[config.mk]
export PLATFORM = sky130hd
export DESIGN_NAME = mdu_iter_flat
export DESIGN_NICKNAME = d
export VERILOG_FILES = /design/src/rtl/mdu_pkg.sv /design/src/rtl/mdu_iter_if.sv /design/src/rtl/mdu_iter.sv /design/src/flat_wrapper.sv
export SDC_FILE = /design/constraint.sdc
export NUM_CORES = 1
export LEC_CHECK = 0
export CAP_MARGIN = 20
export CORE_ASPECT_RATIO = 0.6
export CORE_MARGIN = 2
export CORE_UTILIZATION = 45
export DETAILED_ROUTE_END_ITERATION = 10
export GPL_ROUTABILITY_DRIVEN = 0
export GPL_TIMING_DRIVEN = 1
export PLACE_DENSITY_LB_ADDON = 0.08
export SLEW_MARGIN = 30
export SYNTH_ARGS = -nofsm -noshare
export SYNTH_HDL_FRONTEND = slang
export SYNTH_SLANG_ARGS = --single-unit
[constraint.sdc]
create_clock -name clk -period 3.5 [get_ports clk]
set_clock_uncertainty 0.1 [all_clocks]
set_input_delay 0.35 -clock clk [delete_from_list [all_inputs] [get_ports clk]]
set_output_delay 0.35 -clock clk [all_outputs]
set_load 0.05 [all_outputs]
[src/rtl/mdu_pkg.sv]
// Shared RV32M op codes, unit state encoding and operand signedness decode.
// Also imported by the ALU decode.
package mdu_pkg;

    localparam logic [2:0] OP_MUL    = 3'd0;
    localparam logic [2:0] OP_MULH   = 3'd1;
    localparam logic [2:0] OP_MULHSU = 3'd2;
    localparam logic [2:0] OP_MULHU  = 3'd3;
    localparam logic [2:0] OP_DIV    = 3'd4;
    localparam logic [2:0] OP_DIVU   = 3'd5;
    localparam logic [2:0] OP_REM    = 3'd6;
    localparam logic [2:0] OP_REMU   = 3'd7;

    typedef enum logic [1:0] {
        IDLE,
        CALC,
        FIX,
        DONE
    } state_t;

    // Returns {a_signed, b_signed} for a funct3 op
    function automatic logic [1:0] op_signed(input logic [2:0] op);
        logic [1:0] s;
        s = 2'b00;
        case (op)
            OP_MULH, OP_DIV, OP_REM: s = 2'b11;
            OP_MULHSU:               s = 2'b10;
            default:                 s = 2'b00;
        endcase
        return s;
    endfunction

endpackage

[src/rtl/mdu_iter_if.sv]
// Request/response handshake bundle between execute stage and mdu_iter.
// The master side issues operands and consumes results.
interface mdu_iter_if #(
    parameter int XLEN = 32
);
    logic            in_valid;
    logic            in_ready;
    logic [2:0]      op;
    logic [XLEN-1:0] a;
    logic [XLEN-1:0] b;
    logic            out_valid;
    logic            out_ready;
    logic [XLEN-1:0] result;

    modport master (
        output in_valid, op, a, b, out_ready,
        input  in_ready, out_valid, result
    );

    modport slave (
        input  in_valid, op, a, b, out_ready,
        output in_ready, out_valid, result
    );
endinterface

[src/rtl/mdu_iter.sv]
// Iterative RV32M multiply/divide: radix-2 shift-add multiplier and
// restoring divider sharing one 2*XLEN accumulator.
module mdu_iter
    import mdu_pkg::*;
#(
    parameter int XLEN = 32
) (
    input  logic       clk,
    input  logic       rst_n,
    input  logic       flush,
    output logic       busy,
    mdu_iter_if.slave  bus
);

    localparam int CW = $clog2(XLEN);

    state_t            state;
    state_t            state_nx;
    logic [2*XLEN-1:0] acc;
    logic [XLEN-1:0]   opnd;
    logic [CW-1:0]     cnt;
    logic [2:0]        op_q;
    logic              q_neg;
    logic              r_neg;
    logic [XLEN-1:0]   res_q;

    logic            accept;
    logic [1:0]      sgn;
    logic            a_neg;
    logic            b_neg;
    logic [XLEN-1:0] a_mag;
    logic [XLEN-1:0] b_mag;
    logic            div_zero;
    logic            div_ovf;
    logic            special;
    logic [XLEN-1:0] special_res;

    assign bus.in_ready  = (state == IDLE);
    assign bus.out_valid = (state == DONE);
    assign bus.result    = res_q;
    assign busy          = (state != IDLE);

    assign accept = bus.in_valid & (state == IDLE) & ~flush;
    assign sgn    = op_signed(bus.op);
    assign a_neg  = sgn[1] & bus.a[XLEN-1];
    assign b_neg  = sgn[0] & bus.b[XLEN-1];
    assign a_mag  = a_neg ? -bus.a : bus.a;
    assign b_mag  = b_neg ? -bus.b : bus.b;

    assign div_zero = bus.op[2] & (bus.b == '0);
    assign div_ovf  = bus.op[2] & ~bus.op[0]
                    & (bus.a == {1'b1, {(XLEN-1){1'b0}}})
                    & (&bus.b);
    assign special  = div_zero | div_ovf;

    // op[1] selects the remainder for divide ops
    always_comb begin
        special_res = '0;
        if (div_zero) begin
            special_res = bus.op[1] ? bus.a : '1;
        end else if (div_ovf) begin
            special_res = bus.op[1] ? '0 : bus.a;
        end
    end

    // One multiply step: conditional add into high half, then shift right
    logic [XLEN:0]     add_sum;
    logic [XLEN:0]     hi_sel;
    logic [2*XLEN-1:0] mul_nx;

    assign add_sum = {1'b0, acc[2*XLEN-1:XLEN]} + {1'b0, opnd};
    assign hi_sel  = acc[0] ? add_sum : {1'b0, acc[2*XLEN-1:XLEN]};
    assign mul_nx  = {hi_sel, acc[XLEN-1:1]};

    // One restoring divide step on {remainder, quotient}
    logic [XLEN:0]     div_t;
    logic [XLEN:0]     div_d;
    logic              div_ge;
    logic [2*XLEN-1:0] div_nx;

    assign div_t  = {acc[2*XLEN-1:XLEN], acc[XLEN-1]};
    assign div_d  = div_t - {1'b0, opnd};
    assign div_ge = ~div_d[XLEN];
    assign div_nx = {div_ge ? div_d[XLEN-1:0] : div_t[XLEN-1:0],
                     acc[XLEN-2:0], div_ge};

    logic [2*XLEN-1:0] prod;
    logic [XLEN-1:0]   quo;
    logic [XLEN-1:0]   rem;
    logic [XLEN-1:0]   fix_res;

    assign prod = q_neg ? -acc : acc;
    assign quo  = acc[XLEN-1:0];
    assign rem  = acc[2*XLEN-1:XLEN];

    always_comb begin
        fix_res = prod[XLEN-1:0];
        unique case (1'b1)
            op_q == OP_MUL:
                fix_res = prod[XLEN-1:0];
            !op_q[2] && op_q != OP_MUL:
                fix_res = prod[2*XLEN-1:XLEN];
            op_q[2] && !op_q[1]:
                fix_res = q_neg ? -quo : quo;
            op_q[2] && op_q[1]:
                fix_res = r_neg ? -rem : rem;
        endcase
    end

    always_ff @(posedge clk or negedge rst_n) begin
        if (!rst_n) begin
            state <= IDLE;
        end else begin
            state <= state_nx;
        end
    end

    always_comb begin
        state_nx = state;
        unique case (state)
            IDLE: if (accept) state_nx = special ? DONE : CALC;
            CALC: if (cnt == '0) state_nx = FIX;
            FIX:  state_nx = DONE;
            DONE: if (bus.out_ready) state_nx = IDLE;
            default: state_nx = IDLE;
        endcase
        if (flush) state_nx = IDLE;
    end

    always_ff @(posedge clk or negedge rst_n) begin
        if (!rst_n) begin
            acc   <= '0;
            opnd  <= '0;
            cnt   <= '0;
            op_q  <= OP_MUL;
            q_neg <= 1'b0;
            r_neg <= 1'b0;
            res_q <= '0;
        end else begin
            if (accept) begin
                op_q  <= bus.op;
                q_neg <= a_neg ^ b_neg;
                r_neg <= a_neg;
                opnd  <= b_mag;
                acc   <= {{XLEN{1'b0}}, a_mag};
                cnt   <= CW'(XLEN - 1);
                if (special) res_q <= special_res;
            end
            if (state == CALC && !flush) begin
                acc <= op_q[2] ? div_nx : mul_nx;
                cnt <= cnt - 1'b1;
            end
            if (state == FIX && !flush) begin
                res_q <= fix_res;
            end
        end
    end

endmodule

[src/flat_wrapper.sv]
// flat-port wrapper written by rule: the top's interface ports become plain ports
module mdu_iter_flat import mdu_pkg::*;
#(
    parameter int XLEN = 32
)
  (clk, rst_n, flush, busy, bus_in_valid, bus_op, bus_a, bus_b, bus_out_ready, bus_in_ready, bus_out_valid, bus_result);
  mdu_iter_if #(.XLEN(XLEN)) bus_i ();
  input  logic clk;
  input  logic rst_n;
  input  logic flush;
  output logic busy;
  input wire logic [$bits(bus_i.in_valid)-1:0] bus_in_valid;
  input wire logic [$bits(bus_i.op)-1:0] bus_op;
  input wire logic [$bits(bus_i.a)-1:0] bus_a;
  input wire logic [$bits(bus_i.b)-1:0] bus_b;
  input wire logic [$bits(bus_i.out_ready)-1:0] bus_out_ready;
  output wire logic [$bits(bus_i.in_ready)-1:0] bus_in_ready;
  output wire logic [$bits(bus_i.out_valid)-1:0] bus_out_valid;
  output wire logic [$bits(bus_i.result)-1:0] bus_result;
  assign bus_i.in_valid = bus_in_valid;
  assign bus_i.op = bus_op;
  assign bus_i.a = bus_a;
  assign bus_i.b = bus_b;
  assign bus_i.out_ready = bus_out_ready;
  assign bus_in_ready = bus_i.in_ready;
  assign bus_out_valid = bus_i.out_valid;
  assign bus_result = bus_i.result;
  mdu_iter #(.XLEN(XLEN)) u_core (.clk(clk), .rst_n(rst_n), .flush(flush), .busy(busy), .bus(bus_i));
endmodule
After elaboration in Yosys (flattened, before gate mapping)

Index checks and enable logic that the tools add are counted.

Bits in registers: 140
Input bits: 72
Logic and storage cells: 88

$add $sub $neg: 8
Eq/ne operators: 11
Multiplexer cells: 27
Bitwise gates (word level): 13
Reduce and logical (&&, ||, !) cells: 21

Operators by type and width:

| operator               | number |
|---|---|
| $mux W32               | 12 |
| $mux W64               | 4 |
| $neg A32 Y32           | 4 |
| $pmux W32 S4           | 1 |
| $neg A64 Y64           | 1 |
| $add A32 B32 Y33       | 1 |
| $mux W33               | 1 |
| $sub A33 B32 Y33       | 1 |
| $eq A32 B32 Y1 const B | 1 |
| $logic_not A32 Y1      | 1 |
| $reduce_and A32 Y1     | 1 |
| $mux W2                | 5 |
| $mux W5                | 2 |
| $and A1 B1 Y1          | 8 |
| $pmux W2 S4            | 1 |
| $reduce_bool A2 Y1     | 4 |
| $eq A3 B3 Y1 const B   | 2 |
| $ne A3 B2 Y1 const B   | 2 |
| $logic_and A1 B1 Y1    | 5 |
| $logic_not A5 Y1       | 1 |
| $sub A5 B1 Y5 const B  | 1 |
| $eq A2 B2 Y1 const B   | 2 |
| $pmux W2 S2            | 1 |
| $eq A3 B1 Y1 const B   | 1 |
| 13 further kinds       | 17 |

Depth between registers and ports, before layout

Word-level depth: 9
Mapped depth: 14

Worst setup path before layout

Ideal clock, no wire load.

Path type: register -> register
From: register u_core.acc[31]
To: register u_core.acc[47]
Library setup time: 126 ps
Arrival: 3007 ps
Setup slack: 267 ps
Stages on the path, launching flop included: 14
Path buffers: 1
Path through: dfrtp_1 clkbuf_1 inv_1 ha_1 fa_1 nand2b_1 a21oi_1 o21a_1 and2_1 o21ai_0 o21a_1 nor2_2 mux2_2 a221o_1

Cells in the longest elaborated chain, start to end: 4

Ends and longest elaborated chain:

| item                     | RTL line        | source |
|---|---|---|
| start: declaration       | mdu_iter.sv:19  | `logic [2*XLEN-1:0] acc;` |
| start signal: assignment | mdu_iter.sv:145 | `acc <= {{XLEN{1'b0}}, a_mag};` |
| start signal: assignment | mdu_iter.sv:150 | `acc <= op_q[2] ? div_nx : mul_nx;` |
| $sub A33 B32 Y33         | mdu_iter.sv:82  | `assign div_d = div_t - {1'b0, opnd};` |
| $mux W32                 | mdu_iter.sv:84  | `assign div_nx = {div_ge ? div_d[XLEN-1:0] : div_t[XLEN-1:0],` |
| $mux W64                 | mdu_iter.sv:150 |  |
| $mux W64                 | mdu_iter.sv:149 | `if (state == CALC && !flush) begin` |

Every way passes these cells.
A chain may end at the register's enable or synchronous reset.

Worst setup path after layout

From: register u_core.acc[12]
To: register u_core.res_q[30] (netlist: u_core.bus.result[30])

Cells in the longest elaborated chain, start to end: 4
Elaborated cells between the ends (all ways): 6
Those cells by class: add/sub (2); mux (4)

Ends and longest elaborated chain:

| item                                                | RTL line                        | source |
|---|---|---|
| $neg A64 Y64 / $neg A32 Y32 (equally long branches) | mdu_iter.sv:92, mdu_iter.sv:104 |  |
| $mux W64 / $mux W32 (equally long branches)         | mdu_iter.sv:92, mdu_iter.sv:104 |  |
| $pmux W32 S4 *                                      | mdu_iter.sv:98                  | `unique case (1'b1)` |
| $mux W32 *                                          | mdu_iter.sv:153                 | `if (state == FIX && !flush) begin` |
| end signal: assignment                              | mdu_iter.sv:147                 | `if (special) res_q <= special_res;` |
| end signal: assignment                              | mdu_iter.sv:154                 | `res_q <= fix_res;` |
| end: declaration                                    | mdu_iter.sv:25                  | `logic [XLEN-1:0] res_q;` |

Every way passes the cells marked *; elsewhere a longest branch is shown, timed or not.

==> flow_metrics.tcl <==
set metrics [dict create \
    status "complete, no violations" \
    final_common_cell "buf_4" \
    dieArea_mm2 0.0344 \
    dpl_cell_area_mm2 0.0176 \
    grt_usage_pct 38.8 \
    drt_iter0_markers 2632 \
    finalCritPeriodShare_pct 99.8 \
    yosysSeqAreaShare_pct 23.6 \
    startpoint_type "flip-flop" \
    fp-row-count 51 \
    dp_hpwl_um 53200 \
    grt_max_degree 78 \
    tns_ns 0 \
    worst_pin_slew_ns 0.879 \
    rr_startpoint "u_core.acc[12]" \
    finalPower_mw 20.0 \
    synth_nets 2106 \
    maxCapViolations 0 \
    drive_gt1_share_pct 14.3 \
    grt_pass1_vias 15375 \
    final_cell_mix "buf_4, nor2_1, nand2_1" \
    fin_crit_ns 3.49 \
    wl_um 67200 \
    hold_class "input pin to async pin" \
    maxSlewHeadroom_pct 41.4 \
    timing.hold.ws_ns 0.378 \
    cts_tree "done" \
    p_per_area_mw_per_mm2 1100 \
    grt-ovfl-total 0 \
    initial_core_util_pct 45.7 \
    clk_pin_slew_ns 0.07 \
    num-nets-final 2312 \
    slew_viol_final 0 \
    cts.sink_count 140 \
    setup_viol 0 \
    antenna_found_initial 6 \
    syn_inst 1957 \
    ant_nets 0 \
    core_area_mm2 0.0324 \
    crit_type "flip-flop to flip-flop" \
    worstPathRequired_ns 3.74 \
    crit_start "u_core.acc[12]" \
    fmaxAchievable_ghz 0.286 \
    rr_worst_depth 11 \
    synth_seq_cells 140 \
    via_per_inst 6.57 \
    cts_buffer_depth 2 \
    cts-root-buf "clkbuf_16" \
    htreeDepth 4 \
    synth-async-reset-ratio_pct 100 \
    hold_viol_final 0 \
    syn_avg_cell_area_um2 7.57 \
    area_growth_pct 23.3 \
    synth_edf_count 0 \
    ir_worst_vdd_mv 0.505 \
    io_buffer_count 106 \
    pin_count 107 \
    cts_made_buffers 17 \
    ys_types 87 \
    timing.rr.end "u_core.bus.result[30]" \
    fin_area_mm2 0.0183 \
    wl_per_cell_um 25.8 \
    drc 0 \
    die_y_um 145 \
    num_vias 17105 \
    yosys_warnings 0 \
    clkLatencyLatePin_ns 0.47 \
    crit_path_end_kind "flip-flop" \
    die_w_um 238 \
    synth_top_flop_cell "dfrtp_1" \
    p_leak_nw 7.72 \
    dr.pass1.iters 6 \
    crit_arrival_ns 3.73 \
    reg2reg_slack_ns 0.008 \
    grt_pass1_wl_um 98400 \
    cp_max_fo 4 \
    netlist_area_mm2 0.0148 \
    final_core_util_pct 56.3 \
]
flip-flops by register name (all words and copies together), names as in the netlist:
| register | count |
|---|---|
| u_core.cnt | 5 |
| u_core.opnd | 32 |
| u_core.q_neg | 1 |
| u_core.op_q | 3 |
| u_core.bus.result | 32 |
| u_core.r_neg | 1 |
| u_core.state | 2 |
| u_core.acc | 64 |
critical path, stage by stage, from the launching register on:
cell     delay, ns
dfrtp_1       0.40
or3_4         0.40
nor4_4        0.40
buf_4         0.21
nand4_1       0.32
buf_4         0.30
nor2_1        0.11
nand2_1       0.11
o41ai_1       0.37
xnor2_1       0.20
a21oi_1       0.37
a21oi_1       0.07
where the power goes:
group / total (mW) / switching (mW) / internal [mW]
Clock: 1.92 / 0.891 / 1.03
Combinational: 14.6 / 9.07 / 5.55
Sequential: 3.46 / 1.11 / 2.35
Total: 20.0 / 11.1 / 8.93
stage by stage:
step	instances	setup slack [ns]
6_report	2603	0.00810
5_1_grt	2600	-0.0321
4_1_cts	2599	0.118
3_5_place_dp	2566	-0.107
3_3_place_gp	2566	-0.120
2_1_floorplan	1957	0.267
per-layer routing:
layer / wire, um / track usage (%)
met1: 30600 / 58.0
met2: 22900 / 45.7
met3: 12500 / 22.6
met4: 1010 / 7.14
met5: 213 / 2.89
Yosys cell counts, types with 9 or more instances:
cell / instances / area share [%]
nor3_1: 46 / 1.6
ha_1: 75 / 6.3
o21a_1: 13 / 0.66
mux2i_1: 52 / 3.5
and2_1: 15 / 0.63
o221ai_1: 15 / 0.89
or3_1: 26 / 1.1
buf_1: 9 / 0.23
a211oi_1: 44 / 2.2
a21oi_1: 162 / 5.5
o21ai_0: 170 / 5.7
nor2_1: 184 / 4.7
clkbuf_1: 105 / 2.7
o211ai_1: 19 / 0.96
o31ai_1: 24 / 1.2
xor2_1: 89 / 5.3
nor2b_1: 9 / 0.38
a21boi_0: 11 / 0.56
a31oi_1: 41 / 1.7
o22ai_1: 25 / 1.1
nand2b_1: 22 / 0.93
nand3_1: 39 / 1.3
nand4_1: 23 / 0.97
and3_1: 17 / 0.72
a21o_1: 22 / 1.1
xnor2_1: 89 / 5.3
inv_1: 69 / 1.7
o41ai_1: 14 / 0.83
nor4_1: 22 / 0.93
o21bai_1: 14 / 0.71
dfrtp_1: 140 / 24
buf_2: 14 / 0.47
nand2_1: 181 / 4.6
or4_1: 10 / 0.51
area by class of cell:
class	count	area (um^2)
Antenna cell	3	7.51
Clock buffer	18	439
Clock inverter	14	153
Fill cell	3080	14200
Inverter	69	259
Multi-Input combinational cell	1613	10600
Sequential cell	140	3500
Tap cell	424	531
Timing Repair Buffer	322	2790
cells by family after synthesis:
| kind of cell | after synthesis | synth area share [%] |
|---|---|---|
| AO/OA/AOI/OAI | 664 | 28.5 |
| AND/OR/NAND/NOR | 637 | 21.2 |
| buffers and inverters | 204 | 5.54 |
| XOR/XNOR | 178 | 10.5 |
| flip-flops | 140 | 23.6 |
| adder cells (fa/ha/maj) | 77 | 6.60 |
| multiplexers | 57 | 3.89 |
how the worst max path moves through the flow:
stage,end,cells after the start
6_report,u_core.bus.result[30],11
3_5_place_dp,u_core.bus.result[20],11
4_1_cts,u_core.acc[59],12
2_1_floorplan,u_core.acc[47],13
3_3_place_gp,u_core.bus.result[1],12
5_1_grt,u_core.bus.result[27],9
what timing repair did:
item                                   in CTS  in global routing
hold buffers                                1                  0
resized for setup                           0                 20
buffers inserted                            0                  1
setup endpoints to repair                   0                 12
endpoints found under the hold margin      75                  0
No activity file was read; power rests on OpenSTA's default activity.
